File: src/rtl/kbd_pkg.sv
// kbd_pkg: set-2 scancodes, game key bit indices and decoder FSM states
package kbd_pkg;
    localparam logic [7:0] SC_E0    = 8'hE0;
    localparam logic [7:0] SC_F0    = 8'hF0;
    localparam logic [7:0] SC_A     = 8'h1C;
    localparam logic [7:0] SC_D     = 8'h23;
    localparam logic [7:0] SC_W     = 8'h1D;
    localparam logic [7:0] SC_S     = 8'h1B;
    localparam logic [7:0] SC_SPACE = 8'h29;
    localparam logic [7:0] SC_ENTER = 8'h5A;
    localparam logic [7:0] SC_ESC   = 8'h76;
    localparam logic [7:0] SC_LEFT  = 8'h6B;
    localparam logic [7:0] SC_RIGHT = 8'h74;
    localparam logic [7:0] SC_UP    = 8'h75;
    localparam logic [7:0] SC_DOWN  = 8'h72;

    localparam logic [2:0] KEY_LEFT  = 3'd0;
    localparam logic [2:0] KEY_RIGHT = 3'd1;
    localparam logic [2:0] KEY_UP    = 3'd2;
    localparam logic [2:0] KEY_DOWN  = 3'd3;
    localparam logic [2:0] KEY_JUMP  = 3'd4;
    localparam logic [2:0] KEY_START = 3'd5;
    localparam logic [2:0] KEY_PAUSE = 3'd6;
    localparam int KEY_COUNT = 7;

    typedef enum logic [1:0] {ST_IDLE, ST_EXT, ST_BRK, ST_EXT_BRK} state_t;
endpackage

File: src/rtl/kbd_keymap.sv
// kbd_keymap: maps a scancode byte plus extended flag to a game key bit index
module kbd_keymap
    import kbd_pkg::*;
(
    input  logic [7:0] code,
    input  logic       ext,
    output logic       hit,
    output logic [2:0] idx
);
    always_comb begin
        hit = 1'b1;
        idx = KEY_LEFT;
        if (ext) begin
            case (code)
                SC_LEFT:  idx = KEY_LEFT;
                SC_RIGHT: idx = KEY_RIGHT;
                SC_UP:    idx = KEY_UP;
                SC_DOWN:  idx = KEY_DOWN;
                default:  hit = 1'b0;
            endcase
        end else begin
            case (code)
                SC_A:     idx = KEY_LEFT;
                SC_D:     idx = KEY_RIGHT;
                SC_W:     idx = KEY_UP;
                SC_S:     idx = KEY_DOWN;
                SC_SPACE: idx = KEY_JUMP;
                SC_ENTER: idx = KEY_START;
                SC_ESC:   idx = KEY_PAUSE;
                default:  hit = 1'b0;
            endcase
        end
    end
endmodule

File: src/rtl/kbd_decoder.sv
// kbd_decoder: parses PS/2 set-2 make/break/extended sequences into held keys
// and first-make pulses, abandoning stale prefixes after PREFIX_TIMEOUT cycles.
module kbd_decoder
    import kbd_pkg::*;
#(
    parameter int PREFIX_TIMEOUT = 100_000,
    parameter int TO_WIDTH       = 17
) (
    input  logic                 clk,
    input  logic                 rst_n,
    input  logic [15:0]          keycode,
    input  logic                 oflag,
    output logic [KEY_COUNT-1:0] key_held,
    output logic [KEY_COUNT-1:0] key_pressed,
    output logic                 seq_error
);
    state_t state, state_n;
    logic [TO_WIDTH-1:0] cnt;
    logic [KEY_COUNT-1:0] held_n;
    logic [7:0] b;
    logic [2:0] idx;
    logic ext, brk, hit, timeout, unused_hi;

    assign b         = keycode[7:0];
    assign unused_hi = ^keycode[15:8];
    assign ext       = state == ST_EXT || state == ST_EXT_BRK;
    assign brk       = state == ST_BRK || state == ST_EXT_BRK;
    assign timeout   = state != ST_IDLE && cnt == TO_WIDTH'(PREFIX_TIMEOUT - 1);

    kbd_keymap u_map (.code(b), .ext(ext), .hit(hit), .idx(idx));

    // E0/F0 always act as prefixes; a byte arriving with the timeout wins
    always_comb begin
        state_n = state;
        held_n  = key_held;
        if (oflag) begin
            if (b == SC_E0) state_n = ST_EXT;
            else if (b == SC_F0) state_n = ext ? ST_EXT_BRK : ST_BRK;
            else begin
                state_n = ST_IDLE;
                if (hit) held_n[idx] = !brk;
            end
        end else if (timeout) state_n = ST_IDLE;
    end

    always_ff @(posedge clk or negedge rst_n) begin
        if (!rst_n) begin
            state       <= ST_IDLE;
            cnt         <= '0;
            key_held    <= '0;
            key_pressed <= '0;
            seq_error   <= 1'b0;
        end else begin
            state       <= state_n;
            cnt         <= (oflag || timeout || state == ST_IDLE) ? '0 : cnt + 1'b1;
            key_held    <= held_n;
            key_pressed <= held_n & ~key_held;
            seq_error   <= timeout && !oflag;
        end
    end
endmodule
File: config.mk
export PLATFORM = sky130hd
export DESIGN_NAME = kbd_decoder
export DESIGN_NICKNAME = d
export VERILOG_FILES = /design/src/rtl/kbd_pkg.sv /design/src/rtl/kbd_keymap.sv /design/src/rtl/kbd_decoder.sv
export SDC_FILE = /design/constraint.sdc
export NUM_CORES = 1
export LEC_CHECK = 0
export ABC_AREA = 1
export ABC_CLOCK_PERIOD_IN_PS = 2700
export CORE_MARGIN = 2
export CORE_UTILIZATION = 57
export CTS_CLUSTER_SIZE = 28
export DETAILED_ROUTE_END_ITERATION = 8
export PLACE_DENSITY_LB_ADDON = 0.2
export SKIP_CTS_REPAIR_TIMING = 1
export SYNTH_ARGS = -nofsm -noshare
export SYNTH_HDL_FRONTEND = slang
export SYNTH_SLANG_ARGS = --single-unit
export TNS_END_PERCENT = 50
File: constraint.sdc
create_clock -name clk -period 2.7 [get_ports clk]
set_clock_uncertainty 0.15 [all_clocks]
set_input_delay 0.54 -clock clk [delete_from_list [all_inputs] [get_ports clk]]
set_output_delay 0.54 -clock clk [all_outputs]
set_load 0.05 [all_outputs]
==> results of run 1 <==
[cells in the mapped netlist, drive strengths merged]
master	instances
a211oi	2
nand3	30
ha	1
dfrtp	34
nand4	5
nand2	78
or2	1
inv	45
nor4	2
nor3	8
buf	1
o21a	1
o21ai	6
a21oi	9
xor2	2
o22ai	1
nor2	54
[cell families (layout without fill, tap and decap cells)]
logic type | Yosys count | after routing | synth area share (%)
AOI/OAI and AO/OA | 19 | 19 | 5.26
xor gates and xnor gates | 2 | 2 | 0.887
and+or+nand+nor | 178 | 178 | 41.2
DFF | 34 | 34 | 43.1
buffers and inverters | 46 | 80 | 8.93
adders and majority gates | 1 | 1 | 0.633
[worst max path at each step]
stage / start / to / slack, ns / cells after the start
CTS: key_held[3] / key_held[3] / 0.44 / 1
global route: key_held[1] / key_held[1] / 0.39 / 1
floorplan: keycode[7] / key_held[5] / 0.97 / 10
detailed placement: keycode[0] / key_held[3] / 0.31 / 12
global placement: keycode[0] / key_held[3] / 0.35 / 12
finish: key_held[1] / key_held[1] / 0.45 / 1
[metrics by stage]
stage / worst slack [ns] / power (mW) / cell area, um2 / std cells / util, %
2_1_floorplan: 0.973 / 0.649 / 1980 / 280 / -
3_3_place_gp: 0.350 / 0.717 / 2290 / 352 / 68.7
3_5_place_dp: 0.311 / 0.722 / 2290 / 352 / 68.7
4_1_cts: 0.444 / 1.08 / 2370 / 360 / 71.0
5_1_grt: 0.388 / 1.12 / 2370 / 360 / 71.0
6_report: 0.449 / 1.07 / 2370 / 360 / 71.0
[area by class of cell]
type / count / area [um2] / share of cell area [%]
inverters: 45 / 171 / 7.24
repair buffers: 27 / 265 / 11.2
clock buffers: 7 / 45.0 / 1.90
multi-input cells: 200 / 948 / 40.0
clock inverters: 1 / 30.0 / 1.27
flip-flops and latches: 34 / 851 / 35.9
well taps: 46 / 57.6 / 2.43
[per-layer routing]
metal / share of wire [%] / GRT usage, % / vias up
li1: - / - / 948
met1: 50 / 31.5 / 822
met2: 44 / 35.6 / 47
met3: 5.0 / 5.59 / 7
met4: 1.6 / 7.78 / 0
met5: 0 / 0 / -
[power by group]
part / switching (mW) / internal [mW] / leakage [nW]
logic: 0.114 / 0.0567 / 0.724
registers: 0.0147 / 0.525 / 0.465
clock network: 0.167 / 0.196 / 0.0395
total: 0.296 / 0.778 / 1.23
[registers in the layout (all words and copies together) (netlist names)]
register     cells
cnt             17
key_held         7
key_pressed      7
state            2
seq_error        1
==> key figures, run 1 <==
Status
  – Status: completed

Critical path
  – Crit path arrival time: 1.56 ns
  – Kind of end point of the critical path: output port
  – Reg2Reg Setup Slack: around 0.72 ns
  – Critical path's slowest cell: clkdlybuf4s50_1
  – Crit start category: flop
  – Critical-path cell list: clkdlybuf4s50_1
  – RR Startpoint: cnt[0]
  – Worst Path Max Fanout: 4
  – Largest stage delay on the critical path: 0.82 ns
  – Worst path bufs/invs: 1
  – WS Path Type: flop to output port
  – Reg-to-reg critical path endpoint: cnt[11]
  – Worst Path Required: approximately 2.0 ns
  – R2R depth: 9
  – Largest delay share family, worst path: buffers and inverters

Detailed routing
  – Via density: a little over 5
  – First-pass DRT Iterations: 4
  – Wire per inst: between 10 and 15 um
  – Final wirelength: 3770 um
  – Via count: between 1500 and 2000
  – DR iter-0 viols: roughly 120
  – Drt drc: 0
  – DRT antenna net count: 0

Clock network
  – Clk_lat worst skew: around 0.34 ns
  – CTS buffer count: 5
  – Clock tree from TritonCTS: built
  – H-tree levels: 2
  – Clock buffer depth: 2
  – Clk slew on worst S/H paths: ~0.1 ns
  – Root Driver: clkbuf_4
  – Clock sink count: 34

Logic synthesis
  – Syn_nets: 300
  – Cell variety after synth: 27
  – Mapped Avg Cell Area: approximately 7 um2
  – Cell taking the most area after synthesis: dfrtp_1
  – Sequential share of the synthesized area: a little over two fifths
  – Yosys warns: 0
  – Synth top area cells: dfrtp_1, nand2_1, nor2_1
  – Area share of the largest cell type after synthesis: 43.1%
  – Cell Area, Synth: ~2000 um2
  – Post-synthesis register bit count: 34
  – Cells after synthesis: 280

Hold path
  – Worst hold start: key_held[5]
  – Worst hold-check path type: flop to flop
  – Hold depth: 1
  – Hold endpoint: key_pressed[5]

Timing
  – Fin Setup TNS: 0 ns
  – Slew Viols, Final: 0
  – Slew margin rel.: 66.5%
  – Peak Freq: approximately 440 MHz
  – Hold slack: approximately 0.30 ns
  – Final setup viols: 0
  – Slew @ Worst Pin: 0.501 ns
  – Hold Vio Cnt, Final: 0
  – Final period utilization: between 80% and 90%
  – RSZ-0062 raised after global routing: no
  – Final min period: ~2.3 ns

Global route
  – Vias in the first global route: between 1500 and 2000
  – Largest net degree at the start of global routing: 35
  – Global-route wire length before repair: between 7000 and 8000 um
  – GRT Overall Usage: between 20% and 30%
  – GRT overflow: 0
  – Initial antenna violation count: 0

Finish
  – Most common cell after layout, fill and taps aside: nand2_1
  – Area delta synth->final: 19.9%
  – Commonest cells after routing, fill and taps aside: nand2_1, nor2_1, inv_1
  – Nets@finish: ~330
  – Fraction of layout cells with a size suffix above 1: approximately a tenth
  – Antenna cells: 0
  – Fill count: ~290

Job
  – Max Cap Violations: 0

Floorplan
  – Row cnt: 21
  – Die Height: around 63 um
  – Top Ports: 34
  – Die ar.: slightly below 4000 um2
  – Initial Utilization: ~59%
  – Width of the die: about 63 um
  – Core Footprint: 3340 um2

Power
  – PD cells: between 400 and 500 nW/um2
  – Leakage: ~1.2 nW
  – VDD IR max: 0.000207 V

Placed design
  – Port-buffer cells: 25
  – Final RePlAce weighted congestion: between 0.9 and 1
  – Post-DP HPWL: approximately 3000 um
No activity file was read; power rests on OpenSTA's default activity.
==> run 2: changes to the inputs <==
Settings changed: ABC_CLOCK_PERIOD_IN_PS 2700 to 2300, CORE_UTILIZATION 57 to 53.
Clock period 2.7 ns to 2.3 ns, I/O delays scaled along.
==> key figures, run 2 (synthesis results as in run 1) <==
Critical path
  – Kind of end point of the critical path: output port
  – CP Launch Point: key_held[1]
  – Largest delay share family, worst path: buffers and inverters
  – Worst Path Max Fanout: 4
  – Largest stage delay on the critical path: approximately 0.8 ns
  – Worst Path Required: approximately 1.7 ns
  – R2R depth: 10
  – Reg2Reg Setup Slack: 0.45 ns
  – Crit path arrival time: 1.51 ns
  – RR Startpoint: cnt[0]
  – Critical-path cell list: clkdlybuf4s50_1
  – Critical path's slowest cell: clkdlybuf4s50_1
  – WS Path Type: flop to output port
  – Crit start category: flop
  – Worst path bufs/invs: 1
  – Critical Path Stages: 1

Global route
  – Initial antenna violation count: 0
  – Largest net degree at the start of global routing: 35
  – GRT Overall Usage: 21.2%
  – Global-route wire length before repair: just under 7000 um
  – Vias in the first global route: roughly 1600
  – GRT overflow: 0

Floorplan
  – Width of the die: around 65 um
  – Die Height: ~65 um
  – Die ar.: between 4000 and 5000 um2
  – Top Ports: 34
  – Initial Utilization: around 54%
  – Row cnt: 22
  – Core Footprint: around 3600 um2

Timing
  – Slew Viols, Final: 0
  – Hold Vio Cnt, Final: 0
  – Slew margin rel.: between 60 and 70%
  – Fin Setup TNS: 0 ns
  – RSZ-0062 raised after global routing: no
  – Slew @ Worst Pin: around 0.49 ns
  – Final min period: about 2.1 ns
  – Final period utilization: 92.0%
  – Peak Freq: ~470 MHz
  – Final setup viols: 0
  – Final setup margin: approximately 0.18 ns

Clock network
  – H-tree levels: 2
  – Clk_lat worst skew: a little under 0.3 ns
  – Clock tree from TritonCTS: built
  – Clock sink count: 34
  – Clock buffer depth: 2
  – CTS buffer count: 5
  – Root Driver: clkbuf_8
  – Clk slew on worst S/H paths: 0.07 ns

Finish
  – Reg area: between 800 and 900 um2
  – Biggest regs: cnt (17), key_held (7), key_pressed (7)
  – Antenna cells: 0
  – Most common cell after layout, fill and taps aside: nand2_1
  – Nets@finish: roughly 340
  – Area delta synth->final: 21.8%
  – Multi-input logic area: 948 um2
  – Max FFs per register: 17
  – Commonest cells after routing, fill and taps aside: nand2_1, nor2_1, inv_1
  – Fill count: 342
  – Biggest register: cnt
  – Fraction of layout cells with a size suffix above 1: roughly 11%

Job
  – Max Cap Violations: 0

Placed design
  – Pre-CTS setup slack: ~0.013 ns
  – Post-DP HPWL: between 2000 and 3000 um
  – Port-buffer cells: 25
  – Final RePlAce weighted congestion: between 0.9 and 1

Hold path
  – Worst hold start: key_held[6]
  – Hold depth: 1
  – Worst hold-check path type: flop to flop

Status
  – Status: completed

Power
  – Leakage: 1.25 nW
  – PD cells: between 500 and 600 nW/um2
  – VDD IR max: approximately 0.00026 V

Detailed routing
  – Top Layer Used: met4
  – Routed wl met2: ~1700 um
  – Via count: 1780
  – DR iter-0 viols: about 130
  – M1 WL: ~1900 um
  – Via density: 4.89
  – First-pass DRT Iterations: 5
  – DRT antenna net count: 0
  – Drt drc: 0
  – Wire per inst: about 10 um
  – Met3 WL: roughly 130 um
  – Final wirelength: about 3800 um
run 2: changes by cell type in the layout (fill, tap and decap cells not counted), sizes merged:
cell / change
buf: +2
clkbuf: -1
clkinv: +1
bufinv: -1
clkinvlp: +1
run 2: worst paths after layout:
check / endpoint
worst max-delay path: key_held[1]
worst min-delay path: key_pressed[6]
worst max register to register: cnt[12]
worst min register to register: key_pressed[6]
max in group asynchronous: key_held[1]
min in group asynchronous: cnt[10]
run 2: where the power goes:
group,internal [mW],switching [mW]
clock,0.240,0.213
combinational,0.0679,0.135
sequential,0.617,0.0174
total,0.925,0.365
run 2: metrics by stage:
| stage | hold WS, ns | instances | total power, mW | util, % | area (um2) |
|---|---|---|---|---|---|
| after floorplan | 0.0144 | 280 | 0.761 | - | 1980 |
| after global placement | 0.285 | 356 | 0.844 | 63.6 | 2310 |
| after detailed placement | 0.287 | 356 | 0.849 | 63.6 | 2310 |
| after CTS | 0.298 | 364 | 1.30 | 66.2 | 2410 |
| after global routing | 0.332 | 364 | 1.35 | 66.2 | 2410 |
| final | 0.294 | 364 | 1.29 | 66.2 | 2410 |
run 2: final cells by class:
| class | count | area share, % |
|---|---|---|
| Multi-Input combinational cell | 200 | 39.4 |
| Sequential cell | 34 | 35.4 |
| Timing Repair Buffer | 29 | 11.6 |
| Inverter | 45 | 7.12 |
| Clock buffer | 6 | 3.43 |
| Tap cell | 48 | 2.50 |
| Clock inverter | 2 | 0.520 |
run 2: metal layers:
| layer | global-route usage (%) | vias up |
|---|---|---|
| met5 | 0 | - |
| met4 | 7.81 | 0 |
| met3 | 5.21 | 6 |
| met2 | 32.0 | 41 |
| met1 | 29.6 | 786 |
| li1 | - | 947 |
==> run 3: changes to the inputs <==
Settings changed: RECOVER_POWER set to 50.
==> key figures, run 3 (synthesis results as in run 1) <==
Global route
  – GRT overflow: 0
  – Global-route wire length before repair: 6920 um
  – GRT Overall Usage: 21.2%
  – Vias in the first global route: approximately 1600
  – Largest net degree at the start of global routing: 35
  – Initial antenna violation count: 0

Power
  – Sequential Power Share: between 40% and 50%
  – Clock Power Share: between 30% and 40%
  – PD cells: around 540 nW/um2
  – Leakage: 1.24 nW
  – Int Power: 923 uW
  – NetSw: about 360 uW
  – Logic gate share of total power: about 16%
  – Sw Ratio: 28.3%
  – VDD IR max: about 0.00026 V

Placed design
  – Final RePlAce weighted congestion: around 0.94
  – Port-buffer cells: 25
  – Post-DP HPWL: 2930 um

Critical path
  – Worst Path Required: 1.69 ns
  – Critical path's slowest cell: clkdlybuf4s50_1
  – Largest delay share family, worst path: buffers and inverters
  – Crit start category: flop
  – Worst Path Max Fanout: 4
  – Worst path bufs/invs: 1
  – WS Path Type: flop to output port
  – Crit path arrival time: ~1.5 ns
  – Largest stage delay on the critical path: 0.82 ns
  – Critical-path cell list: clkdlybuf4s50_1
  – Kind of end point of the critical path: output port

Timing
  – Final setup viols: 0
  – Peak Freq: between 400 and 500 MHz
  – Final min period: 2.12 ns
  – Slew Viols, Final: 0
  – Final period utilization: between 90% and 100%
  – RSZ-0062 raised after global routing: no
  – Slew margin rel.: between 40% and 50%
  – Hold Vio Cnt, Final: 0
  – Fin Setup TNS: 0 ns
  – Slew @ Worst Pin: a little over 0.8 ns

Job
  – Max Cap Violations: 0

Detailed routing
  – Via count: 1791
  – Final wirelength: between 3000 and 4000 um
  – Drt drc: 0
  – Via density: about 5
  – First-pass DRT Iterations: 5
  – DRT antenna net count: 0
  – Wire per inst: about 10 um
  – DR iter-0 viols: 112

Floorplan
  – Top Ports: 34
  – Width of the die: between 60 and 70 um
  – Core Footprint: approximately 3600 um2
  – Initial Utilization: between 50% and 60%
  – Die ar.: approximately 4200 um2
  – Row cnt: 22
  – Die Height: between 60 and 70 um

Finish
  – Max FFs per register: 17
  – Biggest register: cnt
  – Antenna cells: 0
  – Core Util, Final: ~66%
  – Commonest cells after routing, fill and taps aside: nand2_1, nor2_1, inv_1
  – Biggest regs: cnt (17), key_held (7), key_pressed (7)
  – Fraction of layout cells with a size suffix above 1: roughly 11%
  – Nets@finish: about 340
  – Area delta synth->final: 21.5%
  – Most common cell after layout, fill and taps aside: nand2_1

Hold path
  – Worst hold-check path type: flop to flop

Clock network
  – H-tree levels: 2
  – Clk_lat worst skew: ~0.29 ns
  – Root Driver: clkbuf_8
  – Clock tree from TritonCTS: built
  – Clock buffer depth: 2
  – Clk slew on worst S/H paths: around 0.070 ns
  – CTS buffer count: 5
  – Clock sink count: 34

Status
  – Status: completed
[run 3: changes by cell type in the layout (fill, tap and decap cells not counted), sizes merged]
cell / change
clkbuf: +2
dlygate4sd3: +1
clkdlybuf4s50: -1
buf: -2
[run 3: metrics by stage]
| stage | hold slack [ns] | worst slack (ns) | total power, mW | cell area, um2 | instances |
|---|---|---|---|---|---|
| after floorplan | 0.0144 | 0.653 | 0.761 | 1980 | 280 |
| after global placement | 0.285 | 0.0311 | 0.844 | 2310 | 356 |
| after detailed placement | 0.287 | 0.0132 | 0.849 | 2310 | 356 |
| after CTS | 0.298 | 0.183 | 1.30 | 2410 | 364 |
| after global routing | 0.332 | 0.0850 | 1.35 | 2400 | 364 |
| final | 0.294 | 0.183 | 1.29 | 2400 | 364 |
[run 3: layer usage]
| layer | global-route usage, % | share of wire, % |
|---|---|---|
| met5 | 0 | 0 |
| met4 | 7.81 | 1.6 |
| met3 | 5.21 | 3.7 |
| met2 | 32.0 | 44 |
| met1 | 29.6 | 50 |
[run 3: final cells by class]
cell class	instances	area, um2
fillers	343	1230
multi-input cells	200	948
flip-flops and latches	34	851
repair buffers	29	274
inverters	45	171
clock buffers	6	82.6
well taps	48	60.1
clock inverters	2	12.5
[run 3: worst paths after layout]
check | start | to | slack, ns | cells after the start
min in group asynchronous | rst_n | cnt[10] | 0.65 | 2
worst min-delay path | key_held[6] | key_pressed[6] | 0.29 | 1
max in group asynchronous | rst_n | key_held[1] | 0.85 | 2
worst max register to register | cnt[0] | cnt[16] | 0.34 | 9
worst min register to register | key_held[6] | key_pressed[6] | 0.29 | 1
worst max-delay path | key_held[1] | key_held[1] | 0.18 | 1
[run 3: power groups by stage]
stage	registers [mW]	logic, mW	clock network, mW
2_1_floorplan	0.699	0.0622	0
3_3_place_gp	0.643	0.200	0
3_5_place_dp	0.646	0.204	0
4_1_cts	0.634	0.204	0.465
5_1_grt	0.636	0.221	0.495
6_report	0.634	0.201	0.452
==> RTL edit 1: new RTL, flow settings as in run 2 <==
`key_held` and `key_pressed` no longer have a reset.
--- a/src/rtl/kbd_decoder.sv
+++ b/src/rtl/kbd_decoder.sv
@@ -47,15 +47,16 @@
         if (!rst_n) begin
             state       <= ST_IDLE;
             cnt         <= '0;
-            key_held    <= '0;
-            key_pressed <= '0;
             seq_error   <= 1'b0;
         end else begin
             state       <= state_n;
             cnt         <= (oflag || timeout || state == ST_IDLE) ? '0 : cnt + 1'b1;
-            key_held    <= held_n;
-            key_pressed <= held_n & ~key_held;
             seq_error   <= timeout && !oflag;
         end
     end
+
+    always_ff @(posedge clk) begin
+        key_held    <= held_n;
+        key_pressed <= held_n & ~key_held;
+    end
 endmodule
Function: changed (a bounded check fails within 4 cycles, from zero or initial values and one cycle with rst_n low).
==> RTL edit 1 against run 2 <==
  * Fmax is 1.7% lower
  * Synthesized area shrank 3.5%
  * Final area is 4.8% lower
  * Hold slack got worse by 0.0081 ns
  * Sequential cell count is the same
  * Routed wire length decreased by 4.4%
  * Power fell by 9.7%
  * Die area down 3.3%
  * Register-to-register slack got worse by 0.14 ns
  * First-iteration DRC count down 13%
  * Worst setup slack got worse by 0.036 ns
  * Critical endpoint unchanged
  * Largest cell class unchanged
  * Highest routed layer unchanged
==> RTL edit 1: results (changes against run 2) <==
* Outcome: finished clean (unchanged)
* TritonRoute pass-1 iters at 4 (was 5)
* Total track usage at 20.0% (was 21.2%)
* # port buffers at 25 (unchanged)
* Starting DRT DRC Count at 110 (was 126)
* Number of nets in the layout at 334 (was 335)
* Worst Tran Pin Value at 0.496 ns (was 0.493 ns)
* Maximum vdd drop at 0.000238 V (was 0.000261 V)
* Fraction of layout cells with a size suffix above 1 at 10.8% (was 11.4%)
* Vias in the first global route at 1537 (was 1611)
* Largest net degree at the start of global routing at 21 (was 35)
* Setup WS pre-CTS at 0.00184 ns (was 0.0132 ns)
* Syn avg cell area at 6.81 um^2 (was 7.06 um^2)
* Num CTS Buffers at 5 (unchanged)
* Vias at 1757 (was 1780)
* Most frequent cells after synthesis: 69 x nand2_1, 46 x nor2_1, 42 x inv_1 (unchanged)
* Filler cells at 285 (was 342)
* Largest regs: cnt (17), key_held (7), key_pressed (7) (unchanged)
* Wirelength, routed at 3600 um (was 3770 um)
* DP Area at 2230 um^2 (was 2310 um^2)
* Netlist cell types at 28 (was 27)
* First-pass GRT wire length at 6510 um (was 6920 um)
* Final HPWL DP at 2820 um (was 2930 um)
* Synth area leaders: dfrtp_1 26%, dfxtp_1 15%, nand2_1 14%, nor2_1 9.1%, inv_1 8.3% (was dfrtp_1 43%, nand2_1 13%, nor2_1 8.7%, inv_1 8.0%, nand3_1 7.1%)
* Seq/Total Area, Yosys at 41.0% (was 43.1%)
* Placed Cells at 353 (was 356)
* Arr. time, crit path at 1.54 ns (was 1.51 ns)
* Clock slew at reported path FFs at 0.10 ns (was 0.07 ns)
* Global placer's final weighted congestion at 0.892 (was 0.943)
* Clock root buffer master: clkbuf_4 (was clkbuf_8)
* Clk_lat worst skew at 0.34 ns (was 0.29 ns)
* Routed vias/inst at 4.87 (was 4.89)
* Ys flop type: dfrtp_1 (unchanged)
==> RTL edit 1: logic make-up after synthesis <==
group / synth area share, %
and+or+nand+nor: 42.7
buffers and inverters: 9.26
DFF: 41.0
AOI/OAI and AO/OA: 5.45
xor gates and xnor gates: 0.919
adders and majority gates: 0.656
==> RTL edit 1: power by group <==
group / total [mW] / internal (mW) / switching (mW)
logic: 0.197 / 0.0669 / 0.130
clock network: 0.339 / 0.148 / 0.191
registers: 0.629 / 0.613 / 0.0155
total: 1.16 / 0.828 / 0.337
==> RTL edit 1: path summary, 6_finish.rpt <==
kind	cells after the start	from	slack (ns)	to
worst max-delay path	1	key_held[1]	0.15	key_held[1]
worst min-delay path	1	key_held[5]	0.29	key_pressed[5]
worst max register to register	10	cnt[0]	0.31	cnt[12]
worst min register to register	1	key_held[5]	0.29	key_pressed[5]
max in group asynchronous	2	rst_n	1.48	cnt[6]
min in group asynchronous	2	rst_n	0.30	cnt[16]
==> RTL edit 1: final cells by class <==
cell class | instances | area share [%]
Tap cell | 46 | 2.51
Inverter | 45 | 7.48
Timing Repair Buffer | 28 | 11.9
Clock buffer | 7 | 2.40
Clock inverter | 1 | 0.218
Multi-Input combinational cell | 200 | 41.4
Sequential cell | 34 | 34.1
==> RTL edit 1: routing by layer <==
| layer | part of all wire (%) | track usage (%) |
|---|---|---|
| met4 | 1.6 | 6.79 |
| met5 | 0 | 0 |
| met1 | 51 | 27.8 |
| met3 | 3.5 | 4.23 |
| met2 | 44 | 31.0 |
==> RTL edit 1: worst reg2reg max path, stage by stage, from the launching register on <==
cell	delay, ns
dfrtp_1	0.41
ha_1	0.22
nand2_1	0.09
inv_1	0.05
nand3_1	0.12
inv_1	0.09
nand3_1	0.13
nand3_1	0.23
inv_1	0.25
nand2_1	0.07
a21oi_1	0.12
==> RTL edit 2: new RTL, flow settings as in run 2 <==
Made on the original files. Change the package constant `KEY_COUNT` from 7 to 14.
--- a/src/rtl/kbd_pkg.sv
+++ b/src/rtl/kbd_pkg.sv
@@ -21,7 +21,7 @@
     localparam logic [2:0] KEY_JUMP  = 3'd4;
     localparam logic [2:0] KEY_START = 3'd5;
     localparam logic [2:0] KEY_PAUSE = 3'd6;
-    localparam int KEY_COUNT = 7;
+    localparam int KEY_COUNT = 14;
 
     typedef enum logic [1:0] {ST_IDLE, ST_EXT, ST_BRK, ST_EXT_BRK} state_t;
 endpackage
Interface: changed (resized key_held and key_pressed); port bits go from 34 to 48. The function was not compared with the original's and may differ.
==> RTL edit 2 against run 2 <==
  * Clock power rose by 19%
  * Synthesized area rose by 15%
  * Routed wire length rose by 10%
  * Power rose by 14%
  * Via count rose by 4.8%
  * Worst setup slack barely moved
  * Final area rose by 10%
  * Sequential cell count rose by 2
==> RTL edit 2: results (changes against run 2) <==
* Die footprint at 4830 um^2 (was 4230 um^2)
* Drt wl/cell at 11.2 um (was 10.4 um)
* Met2 global-route usage at 31.1% (was 32.0%)
* DP Area at 2540 um^2 (was 2310 um^2)
* Setup WS pre-CTS at -0.0189 ns (was 0.0132 ns)
* Most frequent cells after synthesis: 59 x nand2_1, 42 x nor2_1, 36 x dfrtp_1 (was 69 x nand2_1, 46 x nor2_1, 42 x inv_1)
* Synth area leaders: dfrtp_1 40%, nand2_1 9.7%, nor2_1 6.9%, inv_1 5.8%, buf_4 4.0% (was dfrtp_1 43%, nand2_1 13%, nor2_1 8.7%, inv_1 8.0%, nand3_1 7.1%)
* # port buffers at 27 (was 25)
* Flop-to-flop setup slack at 0.43 ns (was 0.45 ns)
* Placed Cells at 365 (was 356)
* Met2 wire len at 1860 um (was 1680 um)
* Wirelength, routed at 4160 um (was 3770 um)
* Number of nets in the layout at 342 (was 335)
* Total power at 1.47 mW (was 1.29 mW)
* #MultiIn Comb at 211 (was 200)
* Outcome: finished clean (unchanged)
* Multi-input combinational area share at 43.7% (was 39.4%)
* Met1 wire length at 1990 um (was 1900 um)
* Reg2Reg Capture Point: cnt[2] (was cnt[12])
* Netlist cell types at 34 (was 27)
* Hold Slack at 0.0994 ns (was 0.294 ns)
* Hold Crit Class: input pin to async pin (was flip-flop to flip-flop)
* Signal inverters at 41 (was 45)
* Buffers, non-clock at 27 (was 29)
* Max_slew headroom at 47.7% (was 67.0%)
* Maximum vdd drop at 0.000311 V (was 0.000261 V)
* Global placer's final weighted congestion at 0.896 (was 0.943)
* Filler cells at 354 (was 342)
* Met3 wire len at 236 um (was 134 um)
* Largest regs: cnt (17), key_held (8), key_pressed (8) (was cnt (17), key_held (7), key_pressed (7))
* Leak at 1.26 nW (was 1.25 nW)
## RTL edit 2: cell count changes in the layout (fill, tap and decap cells not counted), sizes merged, moves of 3 or more
cell   before  now
nand4       5    9
a21oi       9    4
buf         4    1
inv        45   40
xor2        2    7
conb        0   13
nand2      78   72
nand3      30   24
nor3b       0    4
nor4        2    5
## RTL edit 2: worst max-delay path by stage
stage / cells past startpoint / end / slack (ns)
global placement: 10 / key_held[5] / 0.01
global route: 12 / key_held[3] / 0.08
finish: 1 / key_held[1] / 0.18
detailed placement: 12 / key_held[3] / -0.02
CTS: 1 / key_held[2] / 0.16
floorplan: 10 / key_held[5] / 0.64
## RTL edit 2: power by group
group,switching (mW),total [mW],internal (mW)
registers,0.0178,0.671,0.653
logic,0.187,0.256,0.0696
clock network,0.217,0.538,0.321
## RTL edit 2: cell families after synthesis
family	after synthesis	synth area share, %
simple gates	177	42.3
buf+inv	55	11.4
flops	36	39.6
compound gates	13	3.25
xor+xnor	7	2.70
fa+ha+maj	1	0.550
other cells	1	0.165
